<file path="src/rtl/inta_sequencer_pkg.sv">
// Shared constants and FSM encoding for the interrupt-acknowledge sequencer.
package inta_sequencer_pkg;

  localparam int unsigned IR_COUNT = 8;
  localparam int unsigned LVL_W    = 3;

  localparam logic [LVL_W-1:0] SPURIOUS_LVL = 3'd7;

  typedef enum logic [1:0] {
    IDLE = 2'd0,
    ACK1 = 2'd1,
    ACK2 = 2'd2
  } state_t;

endpackage

</file>
<file path="src/rtl/inta_sequencer_prio_resolver.sv">
// Fixed-priority resolver: index of the lowest-numbered set bit (IR0 highest).
module prio_resolver
  import inta_sequencer_pkg::*;
(
  input  logic [IR_COUNT-1:0] req,
  output logic [LVL_W-1:0]    idx,
  output logic                valid
);

  // Scan from lowest priority upward so the highest-priority hit wins last.
  always_comb begin
    idx   = '0;
    valid = 1'b0;
    for (int i = int'(IR_COUNT) - 1; i >= 0; i--) begin
      if (req[i]) begin
        idx   = LVL_W'(i);
        valid = 1'b1;
      end
    end
  end

endmodule

</file>
<file path="src/rtl/inta_sequencer.sv">
// Interrupt-acknowledge sequencer: priority resolution, ISR bookkeeping,
// two-pulse INTA vector delivery and EOI/AEOI handling.
module inta_sequencer
  import inta_sequencer_pkg::*;
#(
  parameter int unsigned VEC_BASE_W = 5
) (
  input  logic                  clk,
  input  logic                  reset,
  input  logic [7:0]            IRR,
  input  logic                  INTA_n,
  input  logic                  EOI,
  input  logic                  EOI_specific,
  input  logic [2:0]            EOI_level,
  input  logic                  AEOI,
  input  logic [VEC_BASE_W-1:0] vec_base,
  output logic                  INT,
  output logic [7:0]            ISR,
  output logic                  resetIRRbit,
  output logic [7:0]            data_out,
  output logic                  data_en
);

  state_t           state_q, state_d;
  logic             inta_q;
  logic [LVL_W-1:0] lvl_q, lvl_d;
  logic             spur_q, spur_d;
  logic [7:0]       isr_d;
  logic             int_d, rirr_d, den_d;
  logic [7:0]       dout_d;

  logic [LVL_W-1:0] irr_lvl, isr_lvl;
  logic             irr_vld, isr_vld;
  logic             fall_c, rise_c, int_req_c;

  prio_resolver u_irr_prio (
    .req   (IRR),
    .idx   (irr_lvl),
    .valid (irr_vld)
  );

  prio_resolver u_isr_prio (
    .req   (ISR),
    .idx   (isr_lvl),
    .valid (isr_vld)
  );

  assign fall_c    = !INTA_n &&  inta_q;
  assign rise_c    =  INTA_n && !inta_q;
  assign int_req_c = irr_vld && (!isr_vld || (irr_lvl < isr_lvl));

  // Next-state and next-output logic; EOI is applied before any ISR set.
  always_comb begin
    state_d = state_q;
    lvl_d   = lvl_q;
    spur_d  = spur_q;
    isr_d   = ISR;
    rirr_d  = 1'b0;
    den_d   = 1'b0;
    int_d   = 1'b0;
    dout_d  = '0;

    if (EOI) begin
      if (EOI_specific) begin
        isr_d[EOI_level] = 1'b0;
      end else if (isr_vld) begin
        isr_d[isr_lvl] = 1'b0;
      end
    end

    case (state_q)
      IDLE: begin
        if (fall_c) begin
          state_d = ACK1;
          if (int_req_c) begin
            lvl_d          = irr_lvl;
            spur_d         = 1'b0;
            isr_d[irr_lvl] = 1'b1;
            rirr_d         = 1'b1;
          end else begin
            lvl_d  = SPURIOUS_LVL;
            spur_d = 1'b1;
          end
        end
      end
      ACK1: begin
        if (fall_c) begin
          state_d = ACK2;
          den_d   = 1'b1;
        end
      end
      ACK2: begin
        if (rise_c) begin
          state_d = IDLE;
          if (AEOI && !spur_q) begin
            isr_d[lvl_q] = 1'b0;
          end
        end else begin
          den_d = 1'b1;
        end
      end
      default: state_d = IDLE;
    endcase

    int_d  = (state_d == IDLE) && int_req_c;
    dout_d = den_d ? 8'({vec_base, lvl_d}) : 8'h00;
  end

  always_ff @(posedge clk) begin
    if (reset) begin
      state_q     <= IDLE;
      inta_q      <= 1'b1;
      lvl_q       <= '0;
      spur_q      <= 1'b0;
      ISR         <= '0;
      INT         <= 1'b0;
      resetIRRbit <= 1'b0;
      data_out    <= '0;
      data_en     <= 1'b0;
    end else begin
      state_q     <= state_d;
      inta_q      <= INTA_n;
      lvl_q       <= lvl_d;
      spur_q      <= spur_d;
      ISR         <= isr_d;
      INT         <= int_d;
      resetIRRbit <= rirr_d;
      data_out    <= dout_d;
      data_en     <= den_d;
    end
  end

endmodule

</file>
<file path="config.mk">
export PLATFORM = sky130hd
export DESIGN_NAME = inta_sequencer
export DESIGN_NICKNAME = d
export VERILOG_FILES = /design/src/rtl/inta_sequencer_pkg.sv /design/src/rtl/inta_sequencer_prio_resolver.sv /design/src/rtl/inta_sequencer.sv
export SDC_FILE = /design/constraint.sdc
export NUM_CORES = 1
export LEC_CHECK = 0
export ABC_AREA = 1
export ABC_CLOCK_PERIOD_IN_PS = 2350
export CORE_MARGIN = 4
export CORE_UTILIZATION = 34
export CTS_CLUSTER_DIAMETER = 100
export DETAILED_ROUTE_END_ITERATION = 10
export HOLD_SLACK_MARGIN = 0.15
export PLACE_DENSITY_LB_ADDON = 0.12
export SLEW_MARGIN = 20
export SYNTH_ARGS = -nofsm -noshare
export SYNTH_HDL_FRONTEND = slang
export SYNTH_SLANG_ARGS = --single-unit
</file>
<file path="constraint.sdc">
create_clock -name clk -period 2.35 [get_ports clk]
set_input_delay 0.3525 -clock clk [delete_from_list [all_inputs] [get_ports clk]]
set_output_delay 0.3525 -clock clk [all_outputs]
set_load 0.01 [all_outputs]
</file>
# After elaboration in Yosys (flattened, before gate mapping)
# Index checks and enable logic that the tools add are counted.
totals:
  input_bits: 22
  output_inout_bits: 19
  word_cells: 109
  register_bits: 26
classes:
  magnitude_cmp: 9
  reduce_logical: 19
  mux: 60
  n_eq_ne: 2
  bitwise_logic: 10
op_table:
  columns: ["operator", "count"]
  rows:
  - ["3-bit two-way mux", 19]
  - ["8-bit two-way mux", 7]
  - ["8-bit AND", 3]
  - ["1-bit two-way mux", 24]
  - ["8-bit NOT", 3]
  - ["3-bit by 4-bit less-than comparator with 1-bit output, second input constant", 4]
  - ["8-bit one-hot mux with 2 select lines", 1]
  - ["1-bit demux with 3-bit select", 4]
  - ["3-bit by 1-bit greater-or-equal comparator with 1-bit output, second input constant", 4]
  - ["1-bit logical AND", 9]
  - ["8-bit OR", 1]
  - ["2-bit two-way mux", 3]
  - ["2-bit one-hot mux with 3 select lines", 1]
  - ["1-bit logical NOT", 4]
  - ["2-bit logical NOT", 2]
  - ["3-bit less-than comparator", 1]
  - ["1-bit NOT", 3]
  - ["3-bit OR reduction", 1]
  - ["2-bit by 1-bit equality test with 1-bit output, second input constant", 1]
  - ["2-bit equality test, second input constant", 1]
  - ["1-bit one-hot mux with 2 select lines", 1]
  - ["2-bit AND reduction", 1]
  - ["2-bit OR reduction", 1]
  - ["1-bit logical OR", 1]

# Longest topological paths before layout
# Gate-level depths: netlist of the first run.
logic_depth:
  word_depth: 21
  depth_mapped: 17
  mapped_depth_nobuf: 17

# Modules after synthesis
# A second synthesis of the first run with hierarchy kept.
unflattened:
  cells_unflattened: 263
  hier_area_um2: 1636.6
modules_own_cells:
  columns: ["module", "area_per_inst_um2", "cells_each", "seq_area_each_um2", "n_inst"]
  rows:
  - ["inta_sequencer", 1438.9, 219, 520.5, 1]
  - ["prio_resolver", 98.8, 22, 0.0, 2]

# Worst setup path before layout of the first run
# Ideal clock, no wire load.
synth_timing:
  path_type: "input -> register"
  startpoint: "in IRR[3]"
  endpoint: "reg data_out[1]"
  setup_time_ns: 0.126
  t_arrival_ns: 1.792
  required_time_ns: 2.224
  setup_slack_ns: 0.432
  path_stages: 12
  path_buffers: 0
  path_cell_list: "nor4_2 > inv_1 > nor2_1 > ha_1 > a21oi_1 > nand2_2 > nand2_4 > nand2_2 > inv_2 > nand3b_1 > nand2_1 > nor2_1"
synth_via:
  elab_chain_cells: 10
  elab_cells_between_ends: 14
  cone_classes: "order compare (1); mux (11); reduce/logical (2)"
synth_lines:
  columns: ["item", "line_no", "text"]
  rows:
  - ["start: declaration", "inta_sequencer.sv:10", "input logic [7:0] IRR,"]
  - ["3-bit two-way mux (4 in series)", "inta_sequencer_prio_resolver.sv:15", "if (req[i]) begin"]
  - ["3-bit less-than comparator", "inta_sequencer.sv:50", "assign int_req_c = irr_vld && (!isr_vld || (irr_lvl < isr_lvl));"]
  - ["1-bit logical OR", "inta_sequencer.sv:50", null]
  - ["1-bit logical AND", "inta_sequencer.sv:50", null]
  - ["3-bit two-way mux *", "inta_sequencer.sv:75", "if (int_req_c) begin"]
  - ["3-bit two-way mux *", "inta_sequencer.sv:73", "if (fall_c) begin"]
  - ["3-bit two-way mux *", "inta_sequencer.sv:71", "case (state_q)"]
  - ["end signal: assignment", "inta_sequencer.sv:128", "data_out <= dout_d;"]
  - ["end: declaration", "inta_sequencer.sv:20", "output logic [7:0] data_out,"]
# Every way passes the cells marked *; elsewhere a longest branch is shown, timed or not.
# A chain may end at the register's enable or synchronous reset.

# Worst setup path after layout of the first run
# Same ends and word-level chain as after synthesis.

==> run metrics, run 1 <==
Synth Cell Area about 0.0016 mm2; period utilization 0.917; delay-heaviest family, CP simple AND/OR/NAND/NOR gates; post-synthesis adder-cell area fraction 0.0479; Vias/cell between 4 and 5; Worst Skew ~0.0026 ns; Pint around 0.0008 W; met1 usage 0.180; maximum VDD drop 349 uV; GRT overflow 0; outcome finished clean; Async SR Flop Fraction 0; gpl congestion 0.866; crit start category input port; drt first pass iters 4; DR WL/cell approximately 12 um; FF-to-FF path depth 13; grt met3 use 0.0273; Worst Hold Depth 2; average size of a mapped cell around 6.6 um2; Rows 24; DRT antenna net count 0; starting density of the core 0.355; largest net degree at the start of global routing 16; fraction of layout cells with a size suffix above 1 0.123; Residual DRC 0; DIE HEIGHT ~76 um; crit-path cells clkdlybuf4s50_1, nor4_2, buf_4, inv_1, nor2_2, ha_1, nand2_1, inv_1, nand2_1, nand2_2, nand2_4, nand2_2, inv_2, nand3b_1, nand2_1, nor2_1; final worst slack between 0.15 and 0.2 ns; setup slack at placement -0.136 ns; initial antenna violation count 0; met2 Use GR 0.235; Total GRT Usage 0.139; post-synth top area share 0.332; switching power 0.000303 W; CP max stage delay 0.43 ns; area delta synth->final 41.5%; Fmax achieved around 460 MHz; Crit path arrival time between 2 and 2.5 ns; die area slightly below 0.006 mm2; root buf cell clkbuf_8; WP depth 16; Main synth FF type dfxtp_1; Post-Syn Instances 237; actual slew at the worst max-slew pin ~0.3 ns; leading cell types in the layout, fill and taps excluded nor2_1, inv_1, clkdlybuf4s50_1, nand2_1, dfxtp_1; Yosys cell types 29; Hold Vio Cnt, Final 0; Final Setup Violations 0; Worst Hold Class flip-flop to flip-flop; total number of vias ~1600; area leader, netlist dfxtp_1; Simple-Gate Fraction of Synth Area 0.364; critical path peak fanout 4; leak pwr ~1 nW; clock buffer depth 2; setup TNS 0 ns; main combinational cell family by area after synthesis simple AND/OR/NAND/NOR gates; post-synthesis mux area share 0; CP bufs+invs 5; Worst EP required 2.53 ns; Clk network pwr share 0.332; DRT iter0 DRCs 46; slowest stage cell, crit path clkdlybuf4s50_1; Final nets around 320; Ant. Diodes 0; Compound-Gate Fraction of Synth Area 0.129; Num CTS Buffers 3; Slew Limit Fails 0; first-pass GRT wire length slightly below 7 mm; top area cells in the synthesized netlist dfxtp_1, nor2_1, inv_1; die span in x around 76 um; TritonCTS clock tree yes; port buffer count 40; combinational share of power 0.242; EDFF count, synth 0; Max H-tree Level 1; Fillers between 400 and 500; Rel. slew slack 0.795; Crit. End Element flip-flop; floorplan core area 0.00441 mm2; dpl cell area 0.00212 mm2; Seq/Total Area, Yosys 0.332; Detail Placement HPWL 3.20 mm; io pins slightly above 40; Worst-path clk slew approximately 0.090 ns; number of max-cap violations 0; Seq pwr share 0.427; Crit Path Class input port to flip-flop; Ys Warns 0; synthesis-stage register bit count 26; Sw Share 0.272; Final min period ~2.2 ns; Post-Route WL about 4 mm; vias in the first global route around 1600; commonest non-fill, non-tap cell in the layout nor2_1; Crit path top cell by count nand2_1; Placed Cells incl. Taps between 300 and 400; Top Usage Layer GRT met2; fin area between 0.002 and 0.0025 mm2; CTS sink count 26; syn_nets around 270; Final Non-Filler Cells 345; hold buffers post-CTS 0; post-synthesis xor/xnor area fraction 0; Clock Latency Late Sink 0.27 ns; pwr dens between 500 and 600 mW/mm2; minimum hold slack approximately 0.52 ns
[power by group through the flow]
stage | registers, W | clock network [W] | logic (W)
2_1_floorplan | 0.000489 | 0 | 0.000151
3_3_place_gp | 0.000487 | 0 | 0.000266
3_5_place_dp | 0.000487 | 0 | 0.000266
4_1_cts | 0.000477 | 0.000382 | 0.000268
5_1_grt | 0.000480 | 0.000401 | 0.000303
6_report | 0.000477 | 0.000371 | 0.000270
[area by class of cell]
type	instances	area (um2)	area share
Tap cell	52	65.1	0.0293
Sequential cell	26	520	0.235
Clock buffer	3	41.3	0.0186
Multi-Input combinational cell	158	865	0.390
Clock inverter	1	30.0	0.0135
Timing Repair Buffer	54	505	0.228
Inverter	51	191	0.0863
[timing repair]
item                                    CTS  global route
buffers inserted                          0             2
endpoints found under the setup margin    0            10
resized for setup                         0             4
[worst register-to-register path: cells and delay by family (launching register included)]
| kind | cells | cell delay (ns) |
|---|---|---|
| AND/OR/NAND/NOR | 10 | 0.99 |
| flip-flops | 1 | 0.37 |
| adder cells (fa/ha/maj) | 1 | 0.34 |
| buffers and inverters | 2 | 0.10 |
[cell usage after synthesis, types with 2 or more instances]
master     n
nand4_1    4
nor3_1     7
o221ai_1   2
o21ai_0   11
nand2_2    4
o211ai_1   4
a21oi_1    7
clkbuf_1   2
inv_1     50
nor2_1    52
a21oi_2    2
dfxtp_1   26
ha_1       6
nand3_1   13
nand2_1   33
[routing by layer]
metal,vias to the layer above,wire [um]
li1,855,-
met1,705,1920
met2,28,1840
met3,4,179
met4,0,37
met5,-,0
[state kept, by name, summed over array words and instances (netlist names)]
| signal | cells |
|---|---|
| inta_q | 1 |
| data_out | 8 |
| resetIRRbit | 1 |
| data_en | 1 |
| spur_q | 1 |
| INT | 1 |
| lvl_q | 3 |
| ISR | 8 |
| state_q | 2 |
[cells by family (layout without fill, tap and decap cells)]
logic type      after synthesis  count (layout)
compound gates               31              31
flops                        26              26
simple gates                121             121
buf+inv                      53             109
fa+ha+maj                     6               6
[stage by stage]
stage	power, W	util
2_1_floorplan	0.000641	-
3_3_place_gp	0.000753	0.479
3_5_place_dp	0.000754	0.479
4_1_cts	0.00113	0.495
5_1_grt	0.00118	0.503
6_report	0.00112	0.503
[path summary, 6_finish.rpt]
| check | start | end | slack [ns] |
|---|---|---|---|
| hold reg to reg | spur_q | spur_q | 0.52 |
| setup / recovery | IRR[3] | data_out[1] | 0.19 |
| hold / removal | spur_q | spur_q | 0.52 |
| setup reg to reg | ISR[0] | data_out[1] | 0.43 |
Note: power is estimated with default switching activity, not from simulation.
==> inputs of run 2 (changes only) <==
CORE_UTILIZATION = 40   (was 34)
PLACE_DENSITY_LB_ADDON = 0.3   (was 0.12)
SLEW_MARGIN = default   (was 20)
==> run 2 against run 1 <==
Effect of this change: die area is 13% lower; wire length is 4.4% lower; global-route usage up 1.2 points; via count rose by 2.7%; first-iteration DRC count is 85% higher.
==> run metrics, run 2 (synthesized netlist as in run 1, its figures left out) <==
Hold Vio Cnt, Final 0 (unchanged); critical path peak fanout 4 (unchanged); Residual DRC 0 (unchanged); Worst EP required 2.52 ns (about the same); DR WL/cell 11.2 um (-3.0%); Slew Limit Fails 0 (unchanged); FF-to-FF path depth 11 (-2); root buf cell clkbuf_8; Worst-path clk slew 0.09 ns (about the same); floorplan core area 0.00372 mm2 (-16%); die span in x 70.6 um (-7.0%); Fmax achieved 455 MHz (-1.9%); TritonCTS clock tree yes; hold buffers post-CTS 0 (unchanged); Rows 22 (-8.3%); Sw Share 0.270 (-0.00144); total number of vias 1635 (+2.7%); largest net degree at the start of global routing 16 (unchanged); Seq pwr share 0.428 (about the same); Worst Hold Depth 2 (unchanged); combinational share of power 0.241 (about the same); CTS sink count 26 (unchanged); Final Setup Violations 0 (unchanged); leak pwr 0.988 nW (+1.3%); initial antenna violation count 0 (unchanged); DRT iter0 DRCs 85 (+85%); Final nets 321 (-0.31%); DIE HEIGHT 70.6 um (-7.0%); GRT overflow 0 (unchanged); crit start category input port; Num CTS Buffers 3 (unchanged); first-pass GRT wire length 6.35 mm (-7.5%); Clk network pwr share 0.332 (about the same); leading cell types in the layout, fill and taps excluded nor2_1, inv_1, clkdlybuf4s50_1, nand2_1, dfxtp_1; reg2reg end lvl_q[1]; Hold EP spur_q; Total GRT Usage 0.151 (+0.0122); Rel. slew slack 0.710 (-0.0851); clock buffer depth 2 (unchanged); Worst R2R Setup Slack 0.42 ns (about the same); commonest non-fill, non-tap cell in the layout nor2_1; Ant. Diodes 0 (unchanged); DRT antenna net count 0 (unchanged); io pins 41 (unchanged); Final min period 2.20 ns (+0.0421 ns); Max H-tree Level 1 (unchanged); drt first pass iters 4 (unchanged); actual slew at the worst max-slew pin 0.434 ns (+0.127 ns); Pint 0.000813 W (-0.16%); outcome finished clean; Worst Hold Class flip-flop to flip-flop; switching power 0.000301 W (-0.89%); Crit Path Class input port to flip-flop; period utilization 0.935 (+0.0179); Final Power 0.00111 W (-0.36%); area delta synth->final 41.3%; min-delay src spur_q; maximum VDD drop 351 uV (+0.52%); number of max-cap violations 0 (unchanged); gpl congestion 0.843 (-2.7%); Placed Cells incl. Taps 334 (-1.5%); Crit. End Element flip-flop; vias in the first global route 1464 (-7.6%); Worst Skew 0.00323 ns (+0.000648 ns); starting density of the core 0.422 (+0.0667); Clock Latency Late Sink 0.27 ns (about the same); Crit path arrival time 2.37 ns (+0.04 ns); Detail Placement HPWL 3.06 mm (-4.4%); Final Non-Filler Cells 340 (-1.4%); largest registers ISR x8, data_out x8, lvl_q x3; Post-Route WL 3.80 mm (-4.4%); Vias/cell 4.81 (+4.2%); pwr dens 503 mW/mm2 (-0.19%); origin of the critical flop-to-flop path ISR[0]; die area 0.00499 mm2 (-13%); fraction of layout cells with a size suffix above 1 0.116 (-0.00643); port buffer count 40 (unchanged)
[run 2: power groups by stage]
stage	registers [W]	logic, W	clock network, W
after floorplan	0.000489	0.000151	0
after global placement	0.000487	0.000259	0
after detailed placement	0.000487	0.000262	0
final	0.000477	0.000268	0.000369
after CTS	0.000477	0.000263	0.000378
after global routing	0.000479	0.000300	0.000399
[run 2: critical path: stages]
cell and delay, ns:
clkdlybuf4s50_1 0.47, nor4_4 0.30, inv_1 0.12, nor2_2 0.16
ha_1 0.28, a21oi_2 0.17, nand2_2 0.08, nand2_4 0.09
nand2_2 0.06, inv_2 0.07, nand3b_1 0.08, nand2_1 0.09
inv_1 0.05
[run 2: stage by stage]
stage | instance area (um2) | hold WS (ns) | util | TNS (ns) | setup slack (ns)
floorplan | 1570 | 0.436 | - | 0 | 0.432
global placement | 2100 | 0.506 | 0.566 | -0.969 | -0.0915
detailed placement | 2100 | 0.496 | 0.566 | -2.54 | -0.195
CTS | 2170 | 0.520 | 0.585 | 0 | 0.0840
global route | 2210 | 0.584 | 0.596 | -0.169 | -0.0606
finish | 2210 | 0.522 | 0.596 | 0 | 0.152
[run 2: worst max-delay path by stage]
stage | start | depth (start not counted) | to | slack [ns]
detailed placement | IRR[3] | 13 | lvl_q[1] | -0.20
CTS | IRR[3] | 13 | lvl_q[1] | 0.08
floorplan | IRR[3] | 12 | data_out[1] | 0.43
global route | IRR[5] | 16 | spur_q | -0.06
global placement | IRR[3] | 13 | data_out[1] | -0.09
finish | IRR[1] | 13 | lvl_q[1] | 0.15
[run 2: area by class of cell]
cell class / instances / area, um2
inverter: 51 / 191
tap: 48 / 60.1
sequential: 26 / 520
multi-input combinational: 158 / 868
clock buffer: 3 / 41.3
fill: 362 / 1500
timing repair buffer: 53 / 503
clock inverter: 1 / 30.0
[run 2: layer usage]
| metal | GRT usage | vias to the layer above | part of all wire |
|---|---|---|---|
| li1 | - | 854 | - |
| met1 | 0.203 | 732 | 0.47 |
| met2 | 0.246 | 44 | 0.46 |
| met3 | 0.0412 | 5 | 0.062 |
| met4 | 0.0313 | 0 | 0.0084 |
| met5 | 0 | - | 0 |
[run 2: what timing repair did]
| item | in CTS | in global routing |
|---|---|---|
| endpoints found under the setup margin | 0 | 16 |
| gates resized for setup | 0 | 6 |
| setup buffers | 0 | 2 |
==> inputs of run 3 (changes only) <==
CELL_PAD_IN_SITES_DETAIL_PLACEMENT = 1   (was default)
CELL_PAD_IN_SITES_GLOBAL_PLACEMENT = 2   (was default)
CORE_UTILIZATION = 25   (was 40)
SYNTH_HIERARCHICAL = 1   (was default)
==> run 3 against run 2 <==
Effect of this change: sequential power is essentially flat; via count rose by 5.4%; maximum frequency is 4.2% higher; non-clock buffer count shrank 10; critical path depth stayed put; worst hold slack worse by 0.044 ns.
==> run metrics, run 3 <==
syn_nets 291 (+9.8%); Worst EP required 2.50 ns (-0.02 ns); floorplan core area 0.00635 mm2 (+71%); number of max-cap violations 0 (unchanged); DRT antenna net count 0 (unchanged); first-pass GRT wire length 8.29 mm (+30%); Final nets 335 (+4.4%); outcome finished clean; Ys Warns 6 (+6); die area 0.00790 mm2 (+59%); synthesis-stage register bit count 26 (unchanged); largest registers ISR x8, data_out x8, lvl_q x3; Hold Vio Cnt, Final 0 (unchanged); RSZ-0062 raised after global routing no; Worst Skew 0.00127 ns (-0.00195 ns); Rows 29 (+32%); Synth Cell Area 0.00164 mm2 (+4.4%); vias in the first global route 1768 (+21%); CP max stage delay 0.38 ns (-0.09 ns); top area cells in the synthesized netlist dfxtp_1, nand2_1, inv_1; period utilization 0.898 (-0.0376); DIE HEIGHT 88.9 um (+26%); Crit path arrival time 2.26 ns (-0.11 ns); Post-CTS Setup Inserts 0 (unchanged); hold buffers post-CTS 0 (unchanged); average size of a mapped cell 6.22 um2 (-5.9%); Ant. Diodes 0 (unchanged); Residual DRC 0 (unchanged); Detail Placement HPWL 4.08 mm (+33%); io pins 41 (unchanged); drt first pass iters 4 (unchanged); reg2reg end data_out[1]; Total GRT Usage 0.133 (-0.0187); largest net degree at the start of global routing 14 (-2); Worst Hold Depth 2 (unchanged); clock buffer depth 2 (unchanged); Max H-tree Level 1 (unchanged); Final Setup Violations 0 (unchanged); Seq/Total Area, Yosys 0.318 (-0.0140); Final min period 2.11 ns (-0.0884 ns); Rel. slew slack 0.753 (+0.0431); Crit. End Element flip-flop; DR WL/cell 12.9 um (+15%); Worst-path clk slew 0.08 ns (about the same); slowest stage cell, crit path dfxtp_1; top sig layer met4; EDFF count, synth 0 (unchanged); Met1 Routed Length 2.36 mm (+32%); Vias/cell 4.51 (-6.2%); fraction of layout cells with a size suffix above 1 0.0590 (-0.0574); Num CTS Buffers 3 (unchanged); die span in x 88.9 um (+26%); Fmax achieved 474 MHz (+4.2%); Post-Syn Instances 263 (+11%); Hold EP spur_q; Async SR Flop Fraction 0 (unchanged); Crit path top cell by count nand2_1; minimum hold slack 0.478 ns (-0.0439 ns); Slew Limit Fails 0 (unchanged); Yosys cell types 24 (-17%); min-delay src spur_q; area delta synth->final 32.8%; Worst R2R Setup Slack 0.24 ns (-0.18 ns); pwr dens 454 mW/mm2 (-9.6%); initial antenna violation count 0 (unchanged); leading cell types in the layout, fill and taps excluded nand2_1, inv_1, clkdlybuf4s50_1, dfxtp_1, nor2_1; critical path peak fanout 9 (+5); met3 wire length 224 um (-5.5%); area leader, netlist dfxtp_1; crit-path cells or2_1, nand3_1, a31oi_1, inv_1, ha_1, nand2_1, inv_1, nand2_1, nand2_1, nand2_2, nand2_4, nand2_4, a21oi_1; GRT overflow 0 (unchanged); gpl congestion 0.779 (-7.6%); CTS sink count 26 (unchanged); Final Non-Filler Cells 382 (+12%); maximum VDD drop 265 uV (-25%); root buf cell clkbuf_8; Post-Route WL 4.91 mm (+29%); met2 wire len 2.26 mm (+30%); TritonCTS clock tree yes; Worst Hold Class flip-flop to flip-flop; post-synth top area share 0.318 (-0.0140); crit start category flip-flop; commonest non-fill, non-tap cell in the layout nand2_1; Crit Path Class flip-flop to flip-flop; Clock Latency Late Sink 0.27 ns (about the same); count leader, synth nand2_1; starting density of the core 0.258 (-0.164); DRT iter0 DRCs 61 (-28%); total number of vias 1723 (+5.4%); leak pwr 0.990 nW (+0.16%); FF-to-FF path depth 13 (+2); Main synth FF type dfxtp_1; CTS resizes 0 (unchanged); actual slew at the worst max-slew pin 0.369 ns (-0.0646 ns); most frequent cells after synthesis nand2_1, inv_1, dfxtp_1; Placed Cells incl. Taps 379 (+13%); Final Power 0.000988 W (-11%); port buffer count 40 (unchanged); origin of the critical flop-to-flop path ISR[7]
## run 3: changes by cell type after synthesis, sizes merged, moves of 2 or more
cell and delta:
nand2 +36, nor2 -27, a21oi +11, nand3 +9
nand4 +5, nor3 -4, o211ai -4, a31oi +2
buf +2, o221ai -2
## run 3: worst max-delay path by stage
stage	slack, ns	endpoint	from
after floorplan	0.50	lvl_q[0]	ISR[7]
after global placement	0.05	INT	IRR[7]
after detailed placement	-0.02	data_out[0]	IRR[7]
after CTS	0.21	data_out[0]	ISR[7]
after global routing	0.02	lvl_q[0]	ISR[7]
final	0.24	data_out[1]	ISR[7]
## run 3: layout make-up
type,instances,area [um2]
Sequential cell,26,520
Tap cell,77,96.3
Timing Repair Buffer,43,423
Fill cell,832,4180
Multi-Input combinational cell,181,897
Clock buffer,3,41.3
Inverter,52,195
## run 3: through the flow
step                worst slack (ns)   util  cell area (um2)  setup TNS [ns]
finish                         0.241  0.342             2170               0
global route                  0.0174  0.342             2170               0
CTS                            0.207  0.342             2170               0
detailed placement           -0.0207  0.336             2130         -0.0896
global placement              0.0519  0.336             2130               0
floorplan                      0.496      -             1640               0
## run 3: report_power, final
| group | switching [W] | internal, W | total, W | leakage, nW |
|---|---|---|---|---|
| Combinational | 0.000155 | 0.000109 | 0.000264 | 0.757 |
| Clock | 0.000133 | 0.000115 | 0.000247 | 0.0216 |
| Sequential | 0.0000152 | 0.000461 | 0.000477 | 0.211 |
## run 3: layer usage
layer / global-route usage / up-vias
met4: 0.0371 / 0
met5: 0 / -
met2: 0.227 / 32
met3: 0.0221 / 7
met1: 0.172 / 775
li1: - / 909
## run 3: worst max-delay path: cells and delay by family (launching register included)
| kind | cells | cell delay (ns) |
|---|---|---|
| flops | 1 | 0.38 |
| fa+ha+maj | 1 | 0.29 |
| buf+inv | 2 | 0.18 |
| compound gates | 2 | 0.34 |
| simple gates | 8 | 0.80 |
## run 3: cell families after synthesis
logic type / synth area share
AND/OR/NAND/NOR: 0.388
adder cells (fa/ha/maj): 0.0459
buffers and inverters: 0.134
AO/OA/AOI/OAI: 0.115
flip-flops: 0.318
